### src/rtl/mc_ctrl_pkg.sv
// mc_ctrl_pkg: shared encodings for the multi-cycle MIPS-subset control sequencer.
// Holds the state enum, the decoded instruction class, opcodes and datapath mux encodings.
package mc_ctrl_pkg;

    typedef enum logic [3:0] {
        S_FETCH,
        S_DECODE,
        S_EXEC,
        S_R_WB,
        S_MEM_ADDR,
        S_MEM_RD,
        S_MEM_WB,
        S_MEM_WR,
        S_BRANCH,
        S_IMM_EXEC,
        S_IMM_WB,
        S_JUMP,
        S_ILLEGAL
    } state_t;

    typedef enum logic [2:0] {
        CLS_R,
        CLS_LW,
        CLS_SW,
        CLS_BNE,
        CLS_XORI,
        CLS_J,
        CLS_ILL
    } iclass_t;

    localparam logic [5:0] OP_RTYPE = 6'b000000;
    localparam logic [5:0] OP_LW    = 6'b100011;
    localparam logic [5:0] OP_SW    = 6'b101011;
    localparam logic [5:0] OP_BNE   = 6'b000101;
    localparam logic [5:0] OP_XORI  = 6'b001110;
    localparam logic [5:0] OP_J     = 6'b000010;

    localparam logic [1:0] ALUOP_ADD   = 2'b00;
    localparam logic [1:0] ALUOP_SUB   = 2'b01;
    localparam logic [1:0] ALUOP_FUNCT = 2'b10;
    localparam logic [1:0] ALUOP_XOR   = 2'b11;

    localparam logic [1:0] SRCB_RT     = 2'b00;
    localparam logic [1:0] SRCB_FOUR   = 2'b01;
    localparam logic [1:0] SRCB_IMM    = 2'b10;
    localparam logic [1:0] SRCB_IMM_SH = 2'b11;

    localparam logic [1:0] PCSRC_ALU    = 2'b00;
    localparam logic [1:0] PCSRC_ALUOUT = 2'b01;
    localparam logic [1:0] PCSRC_JUMP   = 2'b10;

endpackage

### src/rtl/mc_opcode_class.sv
// mc_opcode_class: combinational opcode -> instruction class lookup.
// Anything outside the supported subset maps to CLS_ILL.
module mc_opcode_class
    import mc_ctrl_pkg::*;
(
    input  logic [5:0] i_opcode,
    output iclass_t    o_class
);

    // Pure lookup, no state.
    always_comb begin
        case (i_opcode)
            OP_RTYPE: o_class = CLS_R;
            OP_LW:    o_class = CLS_LW;
            OP_SW:    o_class = CLS_SW;
            OP_BNE:   o_class = CLS_BNE;
            OP_XORI:  o_class = CLS_XORI;
            OP_J:     o_class = CLS_J;
            default:  o_class = CLS_ILL;
        endcase
    end

endmodule

### src/rtl/mc_control_fsm.sv
// mc_control_fsm: multi-cycle control sequencer (R-type, lw, sw, bne, xori, j).
// Moore outputs decoded from the state register; FETCH and MEM_WR qualify their
// write/retire strobes with mem_ready so a stalled cycle has no side effects.
// Build option: MC_CTRL_ILLEGAL_TRAP_EN makes unknown opcodes halt the sequencer
// until reset; without it they retire as a NOP and halted is tied 0.
module mc_control_fsm
    import mc_ctrl_pkg::*;
(
    input  logic       clk,
    input  logic       rst_n,
    input  logic [5:0] opcode,
    input  logic       mem_ready,
    output logic       pc_write,
    output logic       pc_write_cond,
    output logic       i_or_d,
    output logic       mem_read,
    output logic       mem_write,
    output logic       ir_write,
    output logic       mem_to_reg,
    output logic       reg_dst,
    output logic       reg_write,
    output logic       alu_src_a,
    output logic [1:0] alu_src_b,
    output logic [1:0] alu_op,
    output logic [1:0] pc_source,
    output logic       sign_zero,
    output logic       instr_done,
    output logic       halted
);

    state_t  r_state;
    iclass_t w_class;

    mc_opcode_class u_class (
        .i_opcode (opcode),
        .o_class  (w_class)
    );

    // State register and transitions; opcode only matters in DECODE and MEM_ADDR.
    always_ff @(posedge clk or negedge rst_n) begin
        if (!rst_n) begin
            r_state <= S_FETCH;
        end else begin
            case (r_state)
                S_FETCH:    if (mem_ready) r_state <= S_DECODE;
                S_DECODE: begin
                    case (w_class)
                        CLS_R:            r_state <= S_EXEC;
                        CLS_LW, CLS_SW:   r_state <= S_MEM_ADDR;
                        CLS_BNE:          r_state <= S_BRANCH;
                        CLS_XORI:         r_state <= S_IMM_EXEC;
                        CLS_J:            r_state <= S_JUMP;
                        default:          r_state <= S_ILLEGAL;
                    endcase
                end
                S_EXEC:     r_state <= S_R_WB;
                S_MEM_ADDR: r_state <= (w_class == CLS_LW) ? S_MEM_RD : S_MEM_WR;
                S_MEM_RD:   if (mem_ready) r_state <= S_MEM_WB;
                S_MEM_WR:   if (mem_ready) r_state <= S_FETCH;
                S_IMM_EXEC: r_state <= S_IMM_WB;
`ifdef MC_CTRL_ILLEGAL_TRAP_EN
                S_ILLEGAL:  r_state <= S_ILLEGAL;
`else
                S_ILLEGAL:  r_state <= S_FETCH;
`endif
                default:    r_state <= S_FETCH;
            endcase
        end
    end

    // Output decode: everything defaults low, each state raises only its own controls.
    always_comb begin
        pc_write      = 1'b0;
        pc_write_cond = 1'b0;
        i_or_d        = 1'b0;
        mem_read      = 1'b0;
        mem_write     = 1'b0;
        ir_write      = 1'b0;
        mem_to_reg    = 1'b0;
        reg_dst       = 1'b0;
        reg_write     = 1'b0;
        alu_src_a     = 1'b0;
        alu_src_b     = SRCB_RT;
        alu_op        = ALUOP_ADD;
        pc_source     = PCSRC_ALU;
        sign_zero     = 1'b0;
        instr_done    = 1'b0;
        halted        = 1'b0;
        case (r_state)
            S_FETCH: begin
                mem_read  = 1'b1;
                alu_src_b = SRCB_FOUR;
                ir_write  = mem_ready;
                pc_write  = mem_ready;
            end
            S_DECODE: alu_src_b = SRCB_IMM_SH;
            S_EXEC: begin
                alu_src_a = 1'b1;
                alu_op    = ALUOP_FUNCT;
            end
            S_R_WB: begin
                reg_dst    = 1'b1;
                reg_write  = 1'b1;
                instr_done = 1'b1;
            end
            S_MEM_ADDR: begin
                alu_src_a = 1'b1;
                alu_src_b = SRCB_IMM;
            end
            S_MEM_RD: begin
                mem_read = 1'b1;
                i_or_d   = 1'b1;
            end
            S_MEM_WB: begin
                mem_to_reg = 1'b1;
                reg_write  = 1'b1;
                instr_done = 1'b1;
            end
            S_MEM_WR: begin
                mem_write  = 1'b1;
                i_or_d     = 1'b1;
                instr_done = mem_ready;
            end
            S_BRANCH: begin
                alu_src_a     = 1'b1;
                alu_op        = ALUOP_SUB;
                pc_write_cond = 1'b1;
                pc_source     = PCSRC_ALUOUT;
                instr_done    = 1'b1;
            end
            S_IMM_EXEC: begin
                alu_src_a = 1'b1;
                alu_src_b = SRCB_IMM;
                alu_op    = ALUOP_XOR;
                sign_zero = 1'b1;
            end
            S_IMM_WB: begin
                reg_write  = 1'b1;
                instr_done = 1'b1;
            end
            S_JUMP: begin
                pc_write   = 1'b1;
                pc_source  = PCSRC_JUMP;
                instr_done = 1'b1;
            end
`ifdef MC_CTRL_ILLEGAL_TRAP_EN
            S_ILLEGAL: halted = 1'b1;
`else
            S_ILLEGAL: instr_done = 1'b1;
`endif
            default: ;
        endcase
    end

endmodule

### config.mk
export PLATFORM = sky130hd
export DESIGN_NAME = mc_control_fsm
export DESIGN_NICKNAME = d
export VERILOG_FILES = /design/src/rtl/mc_ctrl_pkg.sv /design/src/rtl/mc_opcode_class.sv /design/src/rtl/mc_control_fsm.sv
export SDC_FILE = /design/constraint.sdc
export NUM_CORES = 1
export LEC_CHECK = 0
export BUFFER_PORTS_ARGS = -buffer_cell sky130_fd_sc_hd__clkbuf_2
export CORE_MARGIN = 2
export CORE_UTILIZATION = 39
export DETAILED_ROUTE_END_ITERATION = 16
export PLACE_DENSITY = 0.79
export SYNTH_ARGS = -nofsm -noshare
export SYNTH_HDL_FRONTEND = slang
export SYNTH_SLANG_ARGS = --single-unit
### constraint.sdc
create_clock -name clk -period 1.1 [get_ports clk]
set_input_delay 0.055 -clock clk [delete_from_list [all_inputs] [get_ports clk]]
set_output_delay 0.055 -clock clk [all_outputs]
set_load 0.01 [all_outputs]
==> metrics.log, run 1 <==
[metrics] run status: finished with violations
[metrics] violated checks: setup timing
[metrics] total vias in the final route: 862
[metrics] number of warnings reported in the yosys synthesis log: 0
[metrics] PD cells: 3175 nW/um^2
[metrics] GR Util met3: 0.05319
[metrics] met2 Use GR: 0.4688
[metrics] number of rows in the core area: 13
[metrics] floorplan core area: 1301 sq um
[metrics] total die area: 1707 sq um
[metrics] final sum of negative setup slack: -7.382 ns
[metrics] ratio of cells with drive above 1 in the final layout: 0.6870
[metrics] timing startpoint of the critical path: r_state[2]$_DFFE_PN0P_
[metrics] Mapped Cells: 83
[metrics] slack of the worst reg-to-reg path: -0.24 ns
[metrics] register area share after synthesis: 0.1843
[metrics] cell chain of the critical path: buf_4 -> buf_6 -> nand2b_1 -> nor2_4 -> inv_1 -> a21oi_2 -> clkbuf_2
[metrics] antenna diode count: 0
[metrics] final weighted congestion in routability-driven placement: 0.8501
[metrics] DRT iter0 DRCs: 17
[metrics] worst reg2reg path startpoint: r_state[2]$_DFFE_PN0P_
[metrics] kind of critical path: flip-flop to output port
[metrics] Maximum Capacitance Violations: 0
[metrics] Die Y-Extent: 41.32 um
[metrics] CP max-delay cell: dfrtp_1
[metrics] final routed DRC violation total: 0
[metrics] post-layout minimum cycle time: 1.614 ns
[metrics] Final HPWL DP: 1211 um
[metrics] type of the most critical hold path: input pin to asynchronous set/reset pin
[metrics] met1 usage: 0.2677
[metrics] count of buffers inserted at the top-level ports: 26
[metrics] DRT Wirelength: 2718 um
[metrics] wire per inst: 18.62 um
[metrics] later-pin clock latency in the skew report: 0.24 ns
[metrics] count of cells along the worst register-to-register path: 4
[metrics] Global Route Usage Sum: 0.2594
[metrics] Crit path arrival time: 1.56 ns
[metrics] global-route wire length before repair: 2918 um
[metrics] Filler cells: 63
[metrics] Sinks on Clock Net: 4
[metrics] starting density of the core: 0.4173
[metrics] total congestion overflow: 0
[metrics] number of nets in the layout: 142
[metrics] total of endpoints with negative setup slack in the final report: 22
[metrics] post-synthesis instance area: 543.0 sq um
[metrics] total of flip-flops plus latches after synthesis: 4
[metrics] Final Hold Violating Endpoints: 0
[metrics] Bufs and invs on worst path: 4
[metrics] average footprint of a synthesized cell: 6.542 sq um
[metrics] kind of start point of the critical path: flip-flop
[metrics] Final Max Tran Viols: 0
[metrics] final critical-path setup slack: -0.5143 ns
[metrics] largest net degree at the start of global routing: 13
[metrics] worst vdd ir: 2542 uV
[metrics] LEAKAGE: 0.5109 nW
[metrics] CTS tree: built
[metrics] register clock-pin slew on the reported worst setup and hold paths: 0.04 ns
[metrics] Critical Path Sink Type: output port
[metrics] number of antenna violations at the first check in global routing: 0
[metrics] setup repair after global routing missed its margin: true
[metrics] number of nets with antenna violations after routing: 0
[metrics] Placed Instances: 131
[metrics] Required @ worst endpoint: 1.04 ns
[metrics] post-synth net total: 92
[metrics] Post-Route Skew: 0.0008637 ns
[metrics] fin crit share: 1.468
[metrics] Via density: 5.904
[metrics] die width: 41.32 um
[metrics] via count of the first global-routing pass: 693
[metrics] final non-filler cell total: 146
[metrics] Max H-tree Level: 1
[metrics] Highest Clock Rate: 619.5 MHz
[metrics] crit path max fanout: 4
[metrics] register with the most flip-flops: r_state
[metrics] gate family responsible for the most delay along the worst path: buffers and inverters
[metrics] number of buffers created by CTS: 3
[metrics] most used routing layer in global routing: met2
[metrics] number of iterations in the first detailed-routing pass: 4
[metrics] growth of design area from synthesis to finish: 106.7%
[metrics] maximum cell stage delay along the critical path: 0.41 ns
[metrics] ports placed on the boundary: 28
[metrics] flip-flop count of the largest register after layout: 4
[metrics] endpoint of the lowest-slack register-to-register path: r_state[1]$_DFFE_PN0P_
[metrics] Clock Root Buffer: clkbuf_4
[metrics] number of distinct library cell variants in the gate-level netlist after synthesis: 33
[metrics] Regs by FF count: r_state x4
[metrics] maximum root-to-sink buffer count: 2
[layer usage]
| metal | wire, um | vias up |
|---|---|---|
| met5 | 0 | - |
| met4 | 119 | 0 |
| met3 | 159 | 10 |
| li1 | - | 384 |
| met2 | 1381 | 53 |
| met1 | 1057 | 415 |
[area by class of cell]
cell class                 instances  area, sq um  area share
sequential                         4        102.6     0.09142
tap                               15        18.77     0.01672
inverter                           3        16.27     0.01449
clock buffer                       3        22.52     0.02007
timing repair buffer              52        387.9      0.3456
multi-input combinational         69        574.3      0.5117
[power breakdown]
group,leakage [nW],switching [mW],internal [mW]
Sequential,0.0459,0.146,0.227
Clock,0.0138,0.0656,0.122
Combinational,0.451,1.58,1.42
[synth_stat cells]
master,number,area [sq um]
nor3b_2,1,12.51
clkbuf_1,2,7.510
dfrtp_1,4,100.1
o311ai_0,1,8.760
o21a_1,1,7.510
nor2b_1,4,25.02
a41oi_1,1,8.760
o211ai_1,1,7.510
or2_1,1,6.260
nand4_1,1,6.260
or2_2,1,6.260
nor2_1,16,60.06
buf_2,2,10.01
a22oi_1,1,7.510
buf_6,1,11.26
conb_1,1,3.750
a311oi_1,1,8.760
and2_1,1,6.260
nor3_1,6,30.03
a21oi_1,7,35.03
nand3_1,2,10.01
or3_4,1,11.26
inv_1,3,11.26
nor3b_1,1,7.510
a2111oi_0,1,8.760
xnor2_1,1,8.760
o21ai_0,2,10.01
nand2b_1,5,31.28
xor2_1,1,8.760
nand4b_1,2,17.52
nand2_1,7,26.28
nand3b_1,1,7.510
buf_4,2,15.01
[placed cells by master, fill, tap and decap left out, types with 2 or more instances in the layout]
cell / n
buf_2: 9
buf_6: 10
nand2_1: 4
nand3_1: 2
nor2b_4: 2
nor3_2: 4
nor2_2: 3
o21ai_0: 2
nand4b_1: 2
dfrtp_1: 2
a21oi_2: 3
nor2b_1: 2
clkbuf_2: 16
clkbuf_4: 3
buf_4: 14
nand2_2: 3
nand2b_1: 3
nor2_1: 8
nor2_4: 5
nand2b_4: 2
dfrtp_2: 2
a21oi_1: 4
[worst max-delay path by stage]
stage                     slack (ns)           end  cells past startpoint
after floorplan                -0.20      pc_write                      4
after global placement         -0.13      pc_write                      4
after detailed placement       -0.17      pc_write                      4
after CTS                      -0.42      pc_write                      4
after global routing           -0.56      pc_write                      4
final                          -0.51  alu_src_b[1]                      7
[worst reg2reg max path, delay by kind of cell, from the launching register on]
family / cells / cell delay (ns)
DFF: 1 / 0.42
buffers and inverters: 2 / 0.37
AOI/OAI and AO/OA: 1 / 0.27
and+or+nand+nor: 1 / 0.18
[metrics by stage]
step / setup WS [ns] / utilization / total power [mW] / cell area (sq um) / hold WS, ns
floorplan: -0.2049 / - / 1.396 / 566.8 / -0.2406
global placement: -0.1260 / 0.5913 / 1.994 / 769.5 / -0.1373
detailed placement: -0.1715 / 0.5913 / 2.028 / 769.5 / -0.1365
CTS: -0.4172 / 0.7442 / 2.803 / 968.4 / 0.1632
global route: -0.5643 / 0.8625 / 3.721 / 1122 / 0.1754
finish: -0.5143 / 0.8625 / 3.564 / 1122 / 0.1517
[timing repair]
| action | in CTS | in global routing |
|---|---|---|
| setup endpoints to repair | 21 | 22 |
| setup buffers | 5 | 9 |
| endpoints found under the hold margin | 4 | 0 |
| pin swaps | 7 | 1 |
| resized for setup | 36 | 36 |
| hold buffers | 1 | 0 |
[cell families after synthesis]
group	share of synthesized area
AOI/OAI and AO/OA	0.1890
xor gates and xnor gates	0.03226
DFF	0.1843
and+or+nand+nor	0.4862
other	0.006906
buffers and inverters	0.1014
No activity file was read; power rests on OpenSTA's default activity.
==> inputs of run 2 (changes only) <==
--- a/config.mk
+++ b/config.mk
@@ -5,11 +5,12 @@
 export SDC_FILE = /design/constraint.sdc
 export NUM_CORES = 1
 export LEC_CHECK = 0
-export BUFFER_PORTS_ARGS = -buffer_cell sky130_fd_sc_hd__clkbuf_2
-export CORE_MARGIN = 2
-export CORE_UTILIZATION = 39
+export CORE_AREA = 2 2 39 41
 export DETAILED_ROUTE_END_ITERATION = 16
-export PLACE_DENSITY = 0.79
+export DIE_AREA = 0 0 41 43
+export DONT_BUFFER_PORTS = 1
+export HOLD_SLACK_MARGIN = 0.08
+export PLACE_DENSITY = 0.63
 export SYNTH_ARGS = -nofsm -noshare
 export SYNTH_HDL_FRONTEND = slang
 export SYNTH_SLANG_ARGS = --single-unit
==> run 2 against run 1 <==
Sequential cell count unchanged. Clock-buffer cell count unchanged. Sequential share of layout area decreased by 1.4 points. Worst setup slack improved by 0.050 ns. Clock skew increased by 0.016 ns. Via count increased by 3.7%. Critical path type unchanged. Die area increased by 3.3%. Register-to-register slack got worse by 0.06 ns. Final area increased by 18%. Core utilization increased by 9.1 points. First-iteration DRC count increased by 71%. Sequential power decreased by 8.3%. The flow still finishes with violations (setup timing).
==> metrics.log, run 2 (synthesis gave the netlist of run 1 again) <==
[metrics] later-pin clock latency in the skew report: 0.26 ns (was 0.24 ns)
[metrics] number of buffers created by CTS: 3 (unchanged)
[metrics] Highest Clock Rate: 639.4 MHz (was 619.5 MHz)
[metrics] starting density of the core: 0.3924 (was 0.4173)
[metrics] cell chain of the critical path: or3_4 -> nor3b_4 -> or2_4 (was buf_4 -> buf_6 -> nand2b_1 -> nor2_4 -> inv_1 -> a21oi_2 -> clkbuf_2)
[metrics] maximum cell stage delay along the critical path: 0.43 ns (was 0.41 ns)
[metrics] global-route wire length before repair: 3401 um (was 2918 um)
[metrics] number of nets in the layout: 139 (was 142)
[metrics] total die area: 1763 sq um (was 1707 sq um)
[metrics] gate family responsible for the most delay along the worst path: simple AND/OR/NAND/NOR gates (was buffers and inverters)
[metrics] post-placement setup slack: -0.1796 ns (was -0.1715 ns)
[metrics] final weighted congestion in routability-driven placement: 0.8097 (was 0.8501)
[metrics] number of iterations in the first detailed-routing pass: 4 (unchanged)
[metrics] kind of start point of the critical path: flip-flop (unchanged)
[metrics] Final Max Tran Viols: 0 (unchanged)
[metrics] ratio of cells with drive above 1 in the final layout: 0.7578 (was 0.6870)
[metrics] floorplan core area: 1384 sq um (was 1301 sq um)
[metrics] number of rows in the core area: 14 (was 13)
[metrics] PD cells: 3406 nW/um^2 (was 3175 nW/um^2)
[metrics] die width: 41 um (was 41.32 um)
[metrics] run status: finished with violations (unchanged)
[metrics] count of buffers inserted at the top-level ports: 0 (was 26)
[metrics] antenna diode count: 0 (unchanged)
[metrics] fin crit share: 1.422 (was 1.468)
[metrics] CP max-delay cell: or3_4 (was dfrtp_1)
[metrics] ports placed on the boundary: 28 (unchanged)
[metrics] post-layout minimum cycle time: 1.564 ns (was 1.614 ns)
[metrics] Final HPWL DP: 1188 um (was 1211 um)
[metrics] DRT iter0 DRCs: 29 (was 17)
[metrics] Critical Path Sink Type: output port (unchanged)
[metrics] Filler cells: 33 (was 63)
[metrics] Die Y-Extent: 43 um (was 41.32 um)
[metrics] final critical-path setup slack: -0.4639 ns (was -0.5143 ns)
[metrics] DRT Wirelength: 3290 um (was 2718 um)
[metrics] WP depth: 3 (was 7)
[metrics] setup repair after global routing missed its margin: true (unchanged)
[metrics] violated checks: setup timing (unchanged)
[metrics] Placed Instances: 114 (was 131)
[metrics] Regs by FF count: r_state x4 (unchanged)
[metrics] kind of critical path: flip-flop to output port (unchanged)
[metrics] Via density: 6.208 (was 5.904)
[metrics] total vias in the final route: 894 (was 862)
[metrics] final sum of negative setup slack: -6.261 ns (was -7.382 ns)
[metrics] largest net degree at the start of global routing: 10 (was 13)
[metrics] final routed DRC violation total: 0 (unchanged)
[metrics] number of antenna violations at the first check in global routing: 0 (unchanged)
[metrics] register clock-pin slew on the reported worst setup and hold paths: 0.05 ns (was 0.04 ns)
[metrics] type of the most critical hold path: input pin to asynchronous set/reset pin (unchanged)
[metrics] most common cell after layout, fill and taps aside: buf_4 (was clkbuf_2)
[metrics] growth of design area from synthesis to finish: 143.1% (was 106.7%)
[metrics] total of endpoints with negative setup slack in the final report: 22 (unchanged)
[metrics] Max H-tree Level: 1 (unchanged)
[metrics] CTS tree: built (unchanged)
[metrics] Bufs and invs on worst path: 0 (was 4)
[metrics] Sinks on Clock Net: 4 (unchanged)
[metrics] Final Hold Violating Endpoints: 0 (unchanged)
[metrics] Required @ worst endpoint: 1.04 ns (about the same)
[metrics] Maximum Capacitance Violations: 0 (unchanged)
[metrics] Post-Route Skew: 0.01723 ns (was 0.0008637 ns)
[metrics] area of the multi-input gates: 696.9 sq um (was 574.3 sq um)
[metrics] final non-filler cell total: 144 (was 146)
[metrics] crit path max fanout: 4 (unchanged)
[metrics] Clock Root Buffer: clkbuf_4 (unchanged)
[metrics] maximum root-to-sink buffer count: 2 (unchanged)
[metrics] commonest cells after routing, fill and taps aside: 27 x buf_4, 15 x buf_6, 9 x nor2_4 (was 16 x clkbuf_2, 14 x buf_4, 10 x buf_6)
[metrics] total congestion overflow: 0 (unchanged)
[metrics] register with the most flip-flops: r_state (unchanged)
[metrics] count of cells along the worst register-to-register path: 6 (was 4)
[metrics] Crit path arrival time: 1.51 ns (was 1.56 ns)
[metrics] worst vdd ir: 2487 uV (was 2542 uV)
[metrics] via count of the first global-routing pass: 824 (was 693)
[metrics] number of nets with antenna violations after routing: 0 (unchanged)
[metrics] Global Route Usage Sum: 0.2941 (was 0.2594)
[metrics] area used by sequential logic in the layout: 102.6 sq um (unchanged)
[metrics] LEAKAGE: 0.5391 nW (was 0.5109 nW)
[metrics] flip-flop count of the largest register after layout: 4 (unchanged)
[metrics] wire per inst: 22.85 um (was 18.62 um)
==> run 2: cell types whose count changed in the layout (fill, tap and decap cells not counted), sizes merged <==
cell | previous run | this run
buf | 35 | 44
clkbuf | 19 | 3
dlygate4sd3 | 1 | 5
==> run 2: what timing repair did <==
| item | 4_1_cts | 5_1_grt |
|---|---|---|
| setup endpoints to repair | 22 | 22 |
| pin swaps | 9 | 12 |
| gates resized for setup | 64 | 30 |
| cloned | 0 | 0 |
| setup buffers | 14 | 11 |
| hold buffers | 5 | 0 |
| endpoints found under the hold margin | 6 | 0 |
==> run 2: path summary, 6_finish.rpt <==
kind                                          end              startpoint  slack, ns
setup / recovery                         pc_write  r_state[0]$_DFFE_PN0P_      -0.46
hold / removal             r_state[3]$_DFFE_PN0P_                   rst_n       0.07
setup reg to reg           r_state[1]$_DFFE_PN0P_  r_state[0]$_DFFE_PN0P_      -0.30
hold reg to reg            r_state[3]$_DFFE_PN0P_  r_state[1]$_DFFE_PN0P_       0.78
max in group asynchronous  r_state[2]$_DFFE_PN0P_                   rst_n       0.81
min in group clk           r_state[2]$_DFFE_PN0P_               opcode[3]       0.12
==> run 2: layout make-up <==
class,count,area share
inverter,3,0.01232
timing repair buffer,49,0.3498
multi-input combinational,69,0.5280
sequential,4,0.07772
tap,16,0.01517
clock buffer,3,0.01706
==> run 2: power breakdown <==
part | switching [mW] | internal, mW
clock network | 0.0847 | 0.124
logic | 1.98 | 1.96
registers | 0.114 | 0.228
total | 2.18 | 2.32
==> run 2: layer usage <==
| layer | vias to the layer above | GRT usage | share of wire |
|---|---|---|---|
| li1 | 375 | - | - |
| met1 | 418 | 0.2890 | 0.35 |
| met2 | 77 | 0.5000 | 0.50 |
| met3 | 24 | 0.02094 | 0.080 |
| met4 | 0 | 0.2600 | 0.072 |
| met5 | - | 0 | 0 |
==> run 2: through the flow <==
step | util | cell area [sq um] | hold WS, ns | total power, mW
finish | 0.9539 | 1320 | 0.07009 | 4.496
global route | 0.9539 | 1320 | 0.08827 | 4.673
CTS | 0.8174 | 1131 | 0.08133 | 3.477
detailed placement | 0.5063 | 700.7 | -0.2405 | 1.991
global placement | 0.5063 | 700.7 | -0.2405 | 1.962
floorplan | - | 566.8 | -0.2406 | 1.396
==> inputs of run 3 (changes only) <==
--- a/config.mk
+++ b/config.mk
@@ -11,6 +11,7 @@
 export DONT_BUFFER_PORTS = 1
 export HOLD_SLACK_MARGIN = 0.08
 export PLACE_DENSITY = 0.63
+export SKIP_LAST_GASP = 1
 export SYNTH_ARGS = -nofsm -noshare
 export SYNTH_HDL_FRONTEND = slang
 export SYNTH_SLANG_ARGS = --single-unit
==> run 3 against run 2 <==
The flow now stops in 5_1_grt. Area after synthesis stayed put. Synthesized cell count stayed put.
==> metrics.log, run 3 <==
[metrics] run status: did not finish (was finished with violations)
[metrics] Post-synth EDFFs: 0 (unchanged)
[metrics] ys flop type: dfrtp_1 (unchanged)
[metrics] cell with the most instances after synthesis: nor2_1 (unchanged)
[metrics] number of rows in the core area: 14 (unchanged)
[metrics] Sinks on Clock Net: 4 (unchanged)
[metrics] cell area after placement: 700.7 sq um (unchanged)
[metrics] Clock Root Buffer: clkbuf_4 (unchanged)
[metrics] share of the synthesized area in the top cell type: 0.1843 (unchanged)
[metrics] post-synthesis instance area: 543.0 sq um (unchanged)
[metrics] largest net degree at the start of global routing: 10
[metrics] fraction of registers with async set/reset: 1.000 (unchanged)
[metrics] register area share after synthesis: 0.1843 (unchanged)
[metrics] failing step: 5_1_grt
[metrics] Mapped Cells: 83 (unchanged)
[metrics] die width: 41 um (unchanged)
[metrics] post-synth net total: 92 (unchanged)
[metrics] error text reported by the tool: [ERROR DPL-0033] detailed placement checks failed during check placement.
[metrics] worst-slack endpoint at the end of global-route timing repair: pc_write
[metrics] average footprint of a synthesized cell: 6.542 sq um (unchanged)
[metrics] number of distinct library cell variants in the gate-level netlist after synthesis: 33 (unchanged)
[metrics] count of buffers inserted at the top-level ports: 0 (unchanged)
[metrics] total of flip-flops plus latches after synthesis: 4 (unchanged)
[metrics] Die Y-Extent: 43 um (unchanged)
[metrics] Worst endpoint type: output port
[metrics] ports placed on the boundary: 28 (unchanged)
[metrics] post-placement setup slack: -0.1796 ns (unchanged)
[metrics] number of antenna violations at the first check in global routing: 0
[metrics] number of warnings reported in the yosys synthesis log: 0 (unchanged)
[metrics] most common library cells after synthesis: 16 x nor2_1, 7 x a21oi_1, 7 x nand2_1 (unchanged)
[metrics] number of buffers created by CTS: 3 (unchanged)
[metrics] starting density of the core: 0.3924 (unchanged)
[metrics] Final HPWL DP: 1188 um (unchanged)
[metrics] final weighted congestion in routability-driven placement: 0.8097 (unchanged)
[metrics] biggest area contributors in the synthesized netlist: dfrtp_1 18%, nor2_1 11%, a21oi_1 6.5%, nand2b_1 5.8%, nor3_1 5.5% (unchanged)
[metrics] Max H-tree Level: 1 (unchanged)
[metrics] largest area contributor in the synthesized netlist: dfrtp_1 (unchanged)
[metrics] maximum root-to-sink buffer count: 2 (unchanged)
==> run 3: cell counts after synthesis <==
Identical to the previous run, type by type.
==> run 3: timing repair <==
action / 4_1_cts
setup endpoints to repair: 22
gates resized for setup: 61
pin swaps: 9
endpoints found under the hold margin: 6
cloned: 0
hold buffers: 5
setup buffers: 14
==> run 3: cell families after synthesis <==
family / synth area share
simple gates: 0.4862
compound gates: 0.1890
buf+inv: 0.1014
flops: 0.1843
xor+xnor: 0.03226
other cells: 0.006906
==> run 3: stage by stage <==
stage / TNS, ns / cells
3_5_place_dp: -1.307 / 114
4_1_cts: -5.273 / 136
2_1_floorplan: -0.3061 / 83
3_3_place_gp: -0.8582 / 114
==> inputs of run 4 (changes only) <==
--- a/config.mk
+++ b/config.mk
@@ -5,12 +5,11 @@
 export SDC_FILE = /design/constraint.sdc
 export NUM_CORES = 1
 export LEC_CHECK = 0
-export CORE_AREA = 2 2 39 41
+export CORE_AREA = 2 2 63 65
 export DETAILED_ROUTE_END_ITERATION = 16
-export DIE_AREA = 0 0 41 43
+export DIE_AREA = 0 0 65 67
 export DONT_BUFFER_PORTS = 1
-export HOLD_SLACK_MARGIN = 0.08
-export PLACE_DENSITY = 0.63
+export PLACE_DENSITY_LB_ADDON = 0.15
 export SKIP_LAST_GASP = 1
 export SYNTH_ARGS = -nofsm -noshare
 export SYNTH_HDL_FRONTEND = slang
==> constraint.sdc (replaced) <==
create_clock -name clk -period 1.45 [get_ports clk]
set_input_delay 0.0725 -clock clk [delete_from_list [all_inputs] [get_ports clk]]
set_output_delay 0.0725 -clock clk [all_outputs]
set_load 0.01 [all_outputs]
==> run 4 against run 3 <==
The flow now finishes, with violations (setup timing).
==> metrics.log, run 4 (synthesis gave the netlist of run 1 again) <==
[metrics] antenna diode count: 0
[metrics] Sw Ratio: 0.5000
[metrics] met1 usage: 0.1127
[metrics] floorplan core area: 3606 sq um
[metrics] Hold WS: 0.08099 ns
[metrics] Final Hold Violating Endpoints: 0
[metrics] DRT Wirelength: 1765 um
[metrics] Final HPWL DP: 1394 um (was 1188 um)
[metrics] DRT iter0 DRCs: 29
[metrics] number of nets with antenna violations after routing: 0
[metrics] final sum of negative setup slack: -0.002733 ns
[metrics] total vias in the final route: 601
[metrics] Global Route Usage Sum: 0.08826
[metrics] largest net degree at the start of global routing: 17
[metrics] kind of critical path: flip-flop to output port
[metrics] post-layout minimum cycle time: 1.453 ns
[metrics] Critical Path Sink Type: output port
[metrics] type of the most critical hold path: input pin to flip-flop
[metrics] final weighted congestion in routability-driven placement: 0.6717 (was 0.8097)
[metrics] Post-Route Skew: 0.002194 ns
[metrics] setup repair after global routing missed its margin: true
[metrics] internal power contribution: 0.8092 mW
[metrics] total die area: 4355 sq um
[metrics] number of iterations in the first detailed-routing pass: 4
[metrics] area of the multi-input gates: 409.1 sq um
[metrics] Die Y-Extent: 67 um (was 43 um)
[metrics] power dissipated by switching net loads: 0.8092 mW
[metrics] violated checks: setup timing
[metrics] count of buffers inserted at the top-level ports: 0 (unchanged)
[metrics] register clock-pin slew on the reported worst setup and hold paths: 0.03 ns
[metrics] maximum root-to-sink buffer count: 2 (unchanged)
[metrics] Crit path arrival time: 1.38 ns
[metrics] number of antenna violations at the first check in global routing: 0
[metrics] flip-flop count of the largest register after layout: 4
[metrics] number of buffers created by CTS: 3 (unchanged)
[metrics] PD cells: 2234 nW/um^2
[metrics] number of nets in the layout: 103
[metrics] Clock power frac: 0.144
[metrics] Max H-tree Level: 1 (unchanged)
[metrics] actual transition at the worst max-transition pin: 0.4894 ns
[metrics] CTS tree: built
[metrics] register with the most flip-flops: r_state
[metrics] global-route wire length before repair: 2946 um
[metrics] relative contribution of combinational cells to total power: 0.676
[metrics] most used routing layer in global routing: met2
[metrics] GR Util met3: 0.01689
[metrics] met2 Use GR: 0.1430
[metrics] ports placed on the boundary: 28 (unchanged)
[metrics] final routed DRC violation total: 0
[metrics] number of rows in the core area: 22 (was 14)
[metrics] die width: 65 um (was 41 um)
[metrics] growth of design area from synthesis to finish: 33.41%
[metrics] Core Util, Final: 0.2009
[metrics] Highest Clock Rate: 688.4 MHz
[metrics] wire per inst: 12.61 um
[metrics] total of endpoints with negative setup slack in the final report: 1
[metrics] Sinks on Clock Net: 4 (unchanged)
[metrics] Via density: 4.293
[metrics] crit path max fanout: 4
[metrics] run status: finished with violations (was did not finish)
[metrics] relative slew slack: 0.6653
[metrics] later-pin clock latency in the skew report: 0.22 ns
[metrics] most common cell after layout, fill and taps aside: nor2_1
[metrics] kind of start point of the critical path: flip-flop
[metrics] Clock Root Buffer: clkbuf_8 (was clkbuf_4)
[metrics] worst vdd ir: 354.6 uV
[metrics] sequential cell fraction of total power: 0.180
[metrics] final critical-path setup slack: -0.002733 ns
[metrics] commonest cells after routing, fill and taps aside: 14 x nor2_1, 12 x buf_4, 7 x nand2_1
[metrics] ratio of cells with drive above 1 in the final layout: 0.2717
[metrics] Maximum Capacitance Violations: 0
[metrics] area used by sequential logic in the layout: 102.6 sq um
[metrics] Final Max Tran Viols: 0
[metrics] slack of the worst reg-to-reg path: 0.21 ns
[metrics] Regs by FF count: r_state x4
[metrics] fin crit share: 1.002
[metrics] Filler cells: 418
[metrics] starting density of the core: 0.1506 (was 0.3924)
[metrics] LEAKAGE: 0.2819 nW
[metrics] via count of the first global-routing pass: 605
[metrics] Required @ worst endpoint: 1.38 ns
[metrics] total congestion overflow: 0
-- run 4: path summary, 6_finish.rpt --
path / startpoint / to / depth (start not counted)
worst min register to register: r_state[3]$_DFFE_PN0P_ / r_state[0]$_DFFE_PN0P_ / 2
max in group asynchronous: rst_n / r_state[2]$_DFFE_PN0P_ / 1
worst max-delay path: r_state[3]$_DFFE_PN0P_ / pc_write / 3
worst min-delay path: mem_ready / r_state[0]$_DFFE_PN0P_ / 2
worst max register to register: r_state[3]$_DFFE_PN0P_ / r_state[3]$_DFFE_PN0P_ / 3
min in group asynchronous: rst_n / r_state[0]$_DFFE_PN0P_ / 1
-- run 4: what timing repair did --
action	4_1_cts	5_1_grt
gates resized for setup	1	7
buffers inserted	1	1
hold endpoints to repair	4	0
endpoints found under the setup margin	5	13
pin swaps	3	1
hold buffers	1	0
-- run 4: through the flow --
step                      power [mW]  instance area, sq um  setup slack (ns)  instances
after floorplan                1.005                 543.0           0.08114         83
after global placement         1.278                 634.4            0.1752        134
after detailed placement       1.286                 634.4            0.1405        134
after CTS                      1.558                 694.4          -0.03312        139
after global routing           1.791                 724.4          -0.06117        140
final                          1.618                 724.4         -0.002733        140
-- run 4: area by class of cell --
class                   instances  share of cell area
multi-input cells              69              0.5648
flip-flops and latches          4              0.1416
inverters                       3             0.01554
repair buffers                 13              0.1382
clock buffers                   3             0.05699
well taps                      48             0.08290
-- run 4: critical path: stages (launching register included) --
cell and delay [ns]:
dfrtp_1 0.39, or3_4 0.42, nor3b_4 0.19, or2_4 0.16
-- run 4: power groups by stage --
stage | Clock [mW] | Combinational, mW | Sequential [mW]
final | 0.233 | 1.09 | 0.291
after global routing | 0.249 | 1.24 | 0.305
after CTS | 0.242 | 1.03 | 0.282
after detailed placement | 0 | 0.999 | 0.287
after global placement | 0 | 0.996 | 0.281
after floorplan | 0 | 0.797 | 0.208
-- run 4: layer usage --
metal / vias to the layer above / share of wire
li1: 302 / -
met1: 275 / 0.46
met2: 24 / 0.46
met3: 0 / 0.078
met4: 0 / 0
met5: - / 0
